<file path="src/rtl/cpu_mem_responder.sv">
// ---------------------------------------------------------------------------
// cpu_mem_responder
//
// Memory-side responder for an 8-bit multicycle CPU. A single unified RAM
// serves both instruction fetches and data accesses. The program is first
// streamed in over a valid/ready byte interface, with the CPU held in reset.
// The CPU is then released. The first CPU store to RESULT_ADR is captured as
// the program result, and after that store the RAM is frozen against the CPU.
//
// Ports
//   clk           system clock, all state changes on posedge
//   reset         synchronous, active-high
//   load_valid    loader byte valid
//   load_ready    responder accepts loader byte (high in LOAD)
//   load_data     program byte
//   load_last     marks final program byte
//   cpu_reset     CPU reset, high while loading
//   memEnable     CPU write enable
//   memAdr        CPU address
//   memWD         CPU write data
//   memRD         read data to CPU (combinational, zero latency)
//   result        captured result byte
//   result_valid  result captured, CPU program finished
//   write_count   CPU writes accepted in RUN, saturating
// ---------------------------------------------------------------------------
module cpu_mem_responder #(
    parameter int              WIDTH      = 8,
    parameter int              DEPTH      = 256,
    parameter logic [WIDTH-1:0] RESULT_ADR = 8'hFF
) (
    input  logic             clk,
    input  logic             reset,
    input  logic             load_valid,
    output logic             load_ready,
    input  logic [WIDTH-1:0] load_data,
    input  logic             load_last,
    output logic             cpu_reset,
    input  logic             memEnable,
    input  logic [WIDTH-1:0] memAdr,
    input  logic [WIDTH-1:0] memWD,
    output logic [WIDTH-1:0] memRD,
    output logic [WIDTH-1:0] result,
    output logic             result_valid,
    output logic [WIDTH-1:0] write_count
);

    typedef enum logic [1:0] {
        LOAD = 2'd0,
        RUN  = 2'd1,
        HALT = 2'd2
    } state_t;

    // RAM has no reset: its contents survive a reset on purpose.
    logic [WIDTH-1:0] mem [DEPTH];

    state_t           state_reg;
    logic [WIDTH-1:0] ptr_reg;
    logic [WIDTH-1:0] result_reg;
    logic             result_valid_reg;
    logic [WIDTH-1:0] write_count_reg;

    logic             addr_ok;
    logic             ptr_last;
    logic             wr_en;
    logic [WIDTH-1:0] wr_adr;
    logic [WIDTH-1:0] wr_data;

    // Addresses at or beyond DEPTH are not backed by RAM.
    assign addr_ok  = (32'(memAdr) < 32'(DEPTH));
    assign ptr_last = (32'(ptr_reg) == 32'(DEPTH - 1));

    // Single RAM write port shared by the loader and the CPU; the state
    // decides who owns it, so a CPU write during LOAD can never collide.
    always_comb begin
        wr_en   = 1'b0;
        wr_adr  = memAdr;
        wr_data = memWD;
        if (!reset) begin
            case (state_reg)
                LOAD: begin
                    if (load_valid) begin
                        wr_en   = 1'b1;
                        wr_adr  = ptr_reg;
                        wr_data = load_data;
                    end
                end
                RUN: begin
                    if (memEnable && addr_ok) begin
                        wr_en = 1'b1;
                    end
                end
                default: ;
            endcase
        end
    end

    always_ff @(posedge clk) begin
        if (wr_en) begin
            mem[wr_adr] <= wr_data;
        end
    end

    // Asynchronous read: the CPU samples memRD in the same cycle it drives
    // memAdr. A same-address write shows up only after the edge.
    assign memRD = addr_ok ? mem[memAdr] : '0;

    always_ff @(posedge clk) begin
        if (reset) begin
            state_reg        <= LOAD;
            ptr_reg          <= '0;
            result_reg       <= '0;
            result_valid_reg <= 1'b0;
            write_count_reg  <= '0;
        end else begin
            case (state_reg)
                LOAD: begin
                    if (load_valid) begin
                        // Leave the pointer parked on the last word rather
                        // than wrapping it back onto byte 0.
                        if (load_last || ptr_last) begin
                            state_reg <= RUN;
                        end else begin
                            ptr_reg <= ptr_reg + 1'b1;
                        end
                    end
                end
                RUN: begin
                    if (memEnable) begin
                        if (write_count_reg != '1) begin
                            write_count_reg <= write_count_reg + 1'b1;
                        end
                        if (memAdr == RESULT_ADR) begin
                            result_reg       <= memWD;
                            result_valid_reg <= 1'b1;
                            state_reg        <= HALT;
                        end
                    end
                end
                HALT: ;
                default: state_reg <= LOAD;
            endcase
        end
    end

    assign load_ready   = (state_reg == LOAD);
    assign cpu_reset    = (state_reg == LOAD);
    assign result       = result_reg;
    assign result_valid = result_valid_reg;
    assign write_count  = write_count_reg;

endmodule
</file>
<file path="config.mk">
export PLATFORM = sky130hd
export DESIGN_NAME = cpu_mem_responder
export DESIGN_NICKNAME = d
export VERILOG_FILES = /design/src/rtl/cpu_mem_responder.sv
export SDC_FILE = /design/constraint.sdc
export NUM_CORES = 2
export LEC_CHECK = 0
export ABC_AREA = 0
export CAP_MARGIN = 40
export CORE_MARGIN = 2
export CORE_UTILIZATION = 39
export CTS_CLUSTER_DIAMETER = 150
export DETAILED_ROUTE_END_ITERATION = 6
export HOLD_SLACK_MARGIN = 0.15
export PLACE_DENSITY = 0.51
export SKIP_LAST_GASP = 1
export SLEW_MARGIN = 20
export SYNTH_ARGS = -nofsm -noshare
export SYNTH_HDL_FRONTEND = slang
export SYNTH_SLANG_ARGS = --single-unit
</file>
<file path="constraint.sdc">
create_clock -name clk -period 7.34 [get_ports clk]
set_input_delay 1.835 -clock clk [delete_from_list [all_inputs] [get_ports clk]]
set_output_delay 1.835 -clock clk [all_outputs]
set_load 0.01 [all_outputs]
</file>
# After elaboration in Yosys (flattened, before gate mapping)
# Memory sizes are Yosys's and may differ from the RTL's.
# Cells that the tools add are included.
[word_totals] out_inout_bits=27 reg_bits=27 elab_cells=42 inputBits=29 ram_bits=2048 mem_count=1
[op_classes] n_bitwise=2 n_reduce_logical=6 eq_ne=9 muxes=17 add_sub_neg=2
[memory_table] name="mem" words=256 width=8 rd=1 rd_ports_with_merged_regs=0 wr=1 line_no="54" source="logic [WIDTH-1:0] mem [DEPTH];"
[op_table] op="$mux W8" n=6
[op_table] op="$add A8 B1 Y8 const B" n=2
[op_table] op="$eq A8 B8 Y1 const B" n=2
[op_table] op="$reduce_and A3 Y1" n=3
[op_table] op="$mux W2" n=4
[op_table] op="$ne A8 B8 Y1 const B" n=1
[op_table] op="$ne A2 B2 Y1 const B" n=3
[op_table] op="$pmux W2 S3" n=1
[op_table] op="$mux W1" n=5
[op_table] op="$reduce_and A5 Y1" n=1
[op_table] op="$eq A2 B1 Y1 const B" n=1
[op_table] op="$eq A2 B2 Y1 const B" n=1
[op_table] op="$logic_not A2 Y1" n=1
[op_table] op="$ne A2 B1 Y1 const B" n=1
[op_table] op="$not A1 Y1" n=2
[op_table] op="$pmux W1 S2" n=1
[op_table] op="$logic_or A1 B1 Y1" n=1

# Longest topological paths before layout
[depth] ltp_word=5 ltp_mapped=11

# Least setup slack after synthesis
# Ideal clock, no wire load.
[synth_path] kind="input to register" start="in reset" end="mem mem[0][0] (data pin)" t_arrival_ns=5.604 t_required_ns=6.517 setup_time_ns=0.823 path_stages=4 n_path_buf=1 setup_slack_ns=0.913 cell_sequence="nor4b_2 -> clkbuf_1 -> nand2_1 -> nand2_1"
[synth_between] elab_chain_len=1
[synth_lines] item="from (decl)" line_no="32" source="input logic reset,"
[synth_lines] item="$mux W8" line_no="78" source="if (!reset) begin"
[synth_lines] item="via wr_data[0]" line_no="66" source="logic [WIDTH-1:0] wr_data;"
[synth_lines] item="to (decl)" line_no="54"
# The timed path passes the listed nets, and every way through them passes these cells.

# Worst setup path after layout
[layout_path] start="in memAdr[5]" end="out memRD[0]"
[layout_between] elab_chain_len=1
[layout_lines] item="from (decl)" line_no="39" source="input logic [WIDTH-1:0] memAdr,"
[layout_lines] item="$mem_v2 Z256 W8"
[layout_lines] item="to (decl)" line_no="41" source="output logic [WIDTH-1:0] memRD,"
# No other way between the ends.

==> key figures <==
STA
  – Hold Vio Cnt, Final: 0
  – Setup TNS: 0 ps
  – Worst slew pin tran: 879 ps
  – Min cycle time layout: 7300 ps
  – RSZ-0062 raised after global routing: false
  – Final worst slack: 37.9 ps
  – Fin. max-slew vios: 0
  – Min Hold Slack: 469 ps
  – Final setup violation count: 0
  – Post-Route Skew: 36.9 ps
  – Fmax: 137 MHz
  – Tcrit/Tclk final: 99.5%
  – Max transition margin: 41.2%

Synthesis
  – Syn nets: 4017
  – Mapped Cells: 3986
  – Simple-Gate Fraction of Synth Area: 2.96%
  – Ys flop type: edfxtp_1
  – Synth Area in Adders: 0.0309%
  – Post-Synth XOR/XNOR Area: 0.141%
  – Sequential share of the synthesized area: 76.6%
  – Synthesized area: 0.0810 mm²
  – Post-synth EDFFs: 2048
  – Syn Area/Cell: 20.3 µm²
  – Mux contribution to synthesized area: 15.2%
  – Cell variety after synth: 67
  – Main combinational cell family by area after synthesis: multiplexers
  – Compound-gate portion of the synthesized area: 3.44%
  – Synth Warn #: 0
  – #FFs+latches synth: 2075
  – Synth async-reset ratio: 0%

Worst setup path
  – CP endpoint kind: output pin
  – Worst path slowest cell: clkdlybuf4s50_1
  – Critical path cell sequence: clkdlybuf4s50_1 > buf_12 > buf_4 > nand2b_1 > buf_4 > a221oi_1 > o21ai_0 > nor3b_1 > o22ai_1 > buf_4 > a32o_1 > clkdlybuf4s50_1
  – Worst-path fanout max: 9
  – Critical path launch point type: primary input
  – Crit path DAT: 5470 ps
  – Crit path buffers/inverters: 6
  – Worst path required time: 5510 ps
  – Setup CP Type: primary input to output pin
  – Largest delay share family, worst path: buffers and inverters
  – CP most frequent cell: buf_4
  – Critical path's largest stage delay: 600 ps

Final layout
  – Fin cells: 7418
  – Number of flip-flops in the largest register: 2048
  – Net count reported at finish: 4562
  – Register with the most flip-flops: mem
  – Synthesis-to-layout area growth: 17.5%
  – Commonest non-fill, non-tap cell in the layout: edfxtp_1
  – Final Util: 46.0%
  – Design area: 0.0951 mm²
  – Most frequent cells in the layout: edfxtp_1 (2048), buf_4 (448), mux4_2 (435)
  – Layout cells sized above 1: 27.7%

Routing
  – # DRC: 0
  – DR WL/cell: 30.9 µm
  – Vias: 41900
  – DR iter-0 viols: 4733
  – Detail Route Antenna Nets: 0
  – Final WL: 229000 µm
  – Routed vias/inst: 5.65
  – Initial DRT Pass Iterations: 5

Clocking
  – Maximum clock path buffer count: 3
  – Clk Latency, worst-skew pair: 850 ps
  – CTS Buf Count: 214
  – # H-tree levels: 4
  – # hold bufs at CTS: 0
  – CTS root buffer: clkbuf_16
  – Clock-pin slew on the worst setup and hold paths: 60 ps
  – CTS tree: yes
  – Clock Sinks: 2075
  – Post-CTS setup buffer count: 0

Global routing
  – GRT Resource Usage Total: 21.7%
  – Vias in the first global route: 42200
  – Pin count of the biggest net entering global routing: 121
  – Gr ovfl total: 0
  – Initial antenna violation count: 6
  – First-pass GRT wire length: 325000 µm

Pwr
  – Sw Ratio: 22.4%
  – Internal power: 19.4 mW
  – Final total power: 25.0 mW
  – Max VDD drop: 0.172 mV
  – Pwr per Cell Area: 263 mW/mm²
  – Comb power frac: 6.4%
  – Psw: 5.61 mW
  – Seq pwr share: 52.6%
  – Leak pwr: 30.7 nW
  – Clock power frac: 41.0%

Placement
  – Placed cell areas: 0.0879 mm²
  – Placed insts: 6946
  – PortBufs: 55
  – Post-DP HPWL: 150000 µm
  – GP Congestion: 0.844
  – Pre-CTS WS: -341 ps

Die
  – Die H: 460 µm
  – IO Pins: 56
  – CORE AREA: 0.207 mm²
  – Die width: 460 µm
  – Die ar.: 0.211 mm²
  – Std-Cell Rows: 167
  – Initial Utilization: 39.2%

Hold path
  – Hold/Removal Path Class: flop to flop

Job
  – MaxCap Viol Count: 0

Run status
  – Status: completed
==> cells by family (layout without fill, tap and decap cells) <==
kind of cell | count (synthesis) | count (layout)
multiplexers | 681 | 681
XOR/XNOR | 13 | 13
other | 0 | 4
AND/OR/NAND/NOR | 568 | 568
buffers and inverters | 253 | 977
flip-flops | 2075 | 2075
AO/OA/AOI/OAI | 394 | 394
adder cells (fa/ha/maj) | 2 | 2
==> worst paths after layout <==
check,slack (ps),depth (start not counted),endpoint,from
setup / recovery,40,12,memRD[0],memAdr[5]
hold / removal,470,2,result_valid,result_valid
setup reg to reg,3320,8,mem[1][7],state_reg[1]
hold reg to reg,470,2,result_valid,result_valid
==> power by group through the flow <==
| stage | sequential (mW) | combinational [mW] | clock, mW |
|---|---|---|---|
| 2_1_floorplan | 13.5 | 0.793 | 0 |
| 3_3_place_gp | 13.4 | 1.58 | 0 |
| 3_5_place_dp | 13.4 | 1.61 | 0 |
| 4_1_cts | 13.2 | 1.61 | 10.4 |
| 5_1_grt | 13.2 | 1.68 | 10.9 |
| 6_report | 13.2 | 1.60 | 10.3 |
==> final cells by class <==
class / instances / area, µm²
fill: 17300 / 112000
sequential: 2075 / 62000
multi-input combinational: 1658 / 17900
clock buffer: 268 / 5620
timing repair buffer: 573 / 5230
tap: 2704 / 3380
clock inverter: 127 / 930
inverter: 9 / 36.3
antenna: 4 / 10.0
==> Yosys cell counts, types with 8 or more instances <==
master / instances / share of area, %
a211oi_1: 15 / 0.14
a21oi_1: 55 / 0.34
a221oi_1: 61 / 0.66
a22o_1: 15 / 0.16
a22oi_1: 90 / 0.83
a31oi_1: 8 / 0.062
buf_1: 9 / 0.042
buf_2: 100 / 0.62
buf_4: 14 / 0.13
buf_6: 21 / 0.29
clkbuf_1: 96 / 0.44
dfxtp_1: 27 / 0.67
edfxtp_1: 2048 / 76
mux2_2: 15 / 0.21
mux2i_1: 231 / 2.9
mux4_2: 435 / 12
nand2_1: 143 / 0.66
nand3_1: 41 / 0.25
nand3b_1: 12 / 0.11
nor2_1: 315 / 1.5
nor2b_1: 10 / 0.077
o21ai_0: 60 / 0.37
o22ai_1: 22 / 0.17
xor2_1: 8 / 0.087
==> tightest hold or removal path, stage by stage (launching register included) <==
cell and delay, ps:
dfxtp_1 330, nor2_1 50, nor2_1 60
==> what timing repair did <==
item                                   4_1_cts  5_1_grt
gates resized for setup                      9        4
endpoints found under the hold margin        0        0
setup endpoints to repair                    5        2
gates cloned                                 0        0
==> layer usage <==
| metal | vias to the layer above | routed length [µm] | global-route usage (%) |
|---|---|---|---|
| met5 | - | 11 | 0 |
| met4 | 2 | 6270 | 6.15 |
| met3 | 302 | 14400 | 3.54 |
| met2 | 1426 | 110000 | 34.4 |
| met1 | 22600 | 99200 | 31.0 |
| li1 | 17600 | - | - |
Note: power is estimated with default switching activity, not from simulation.
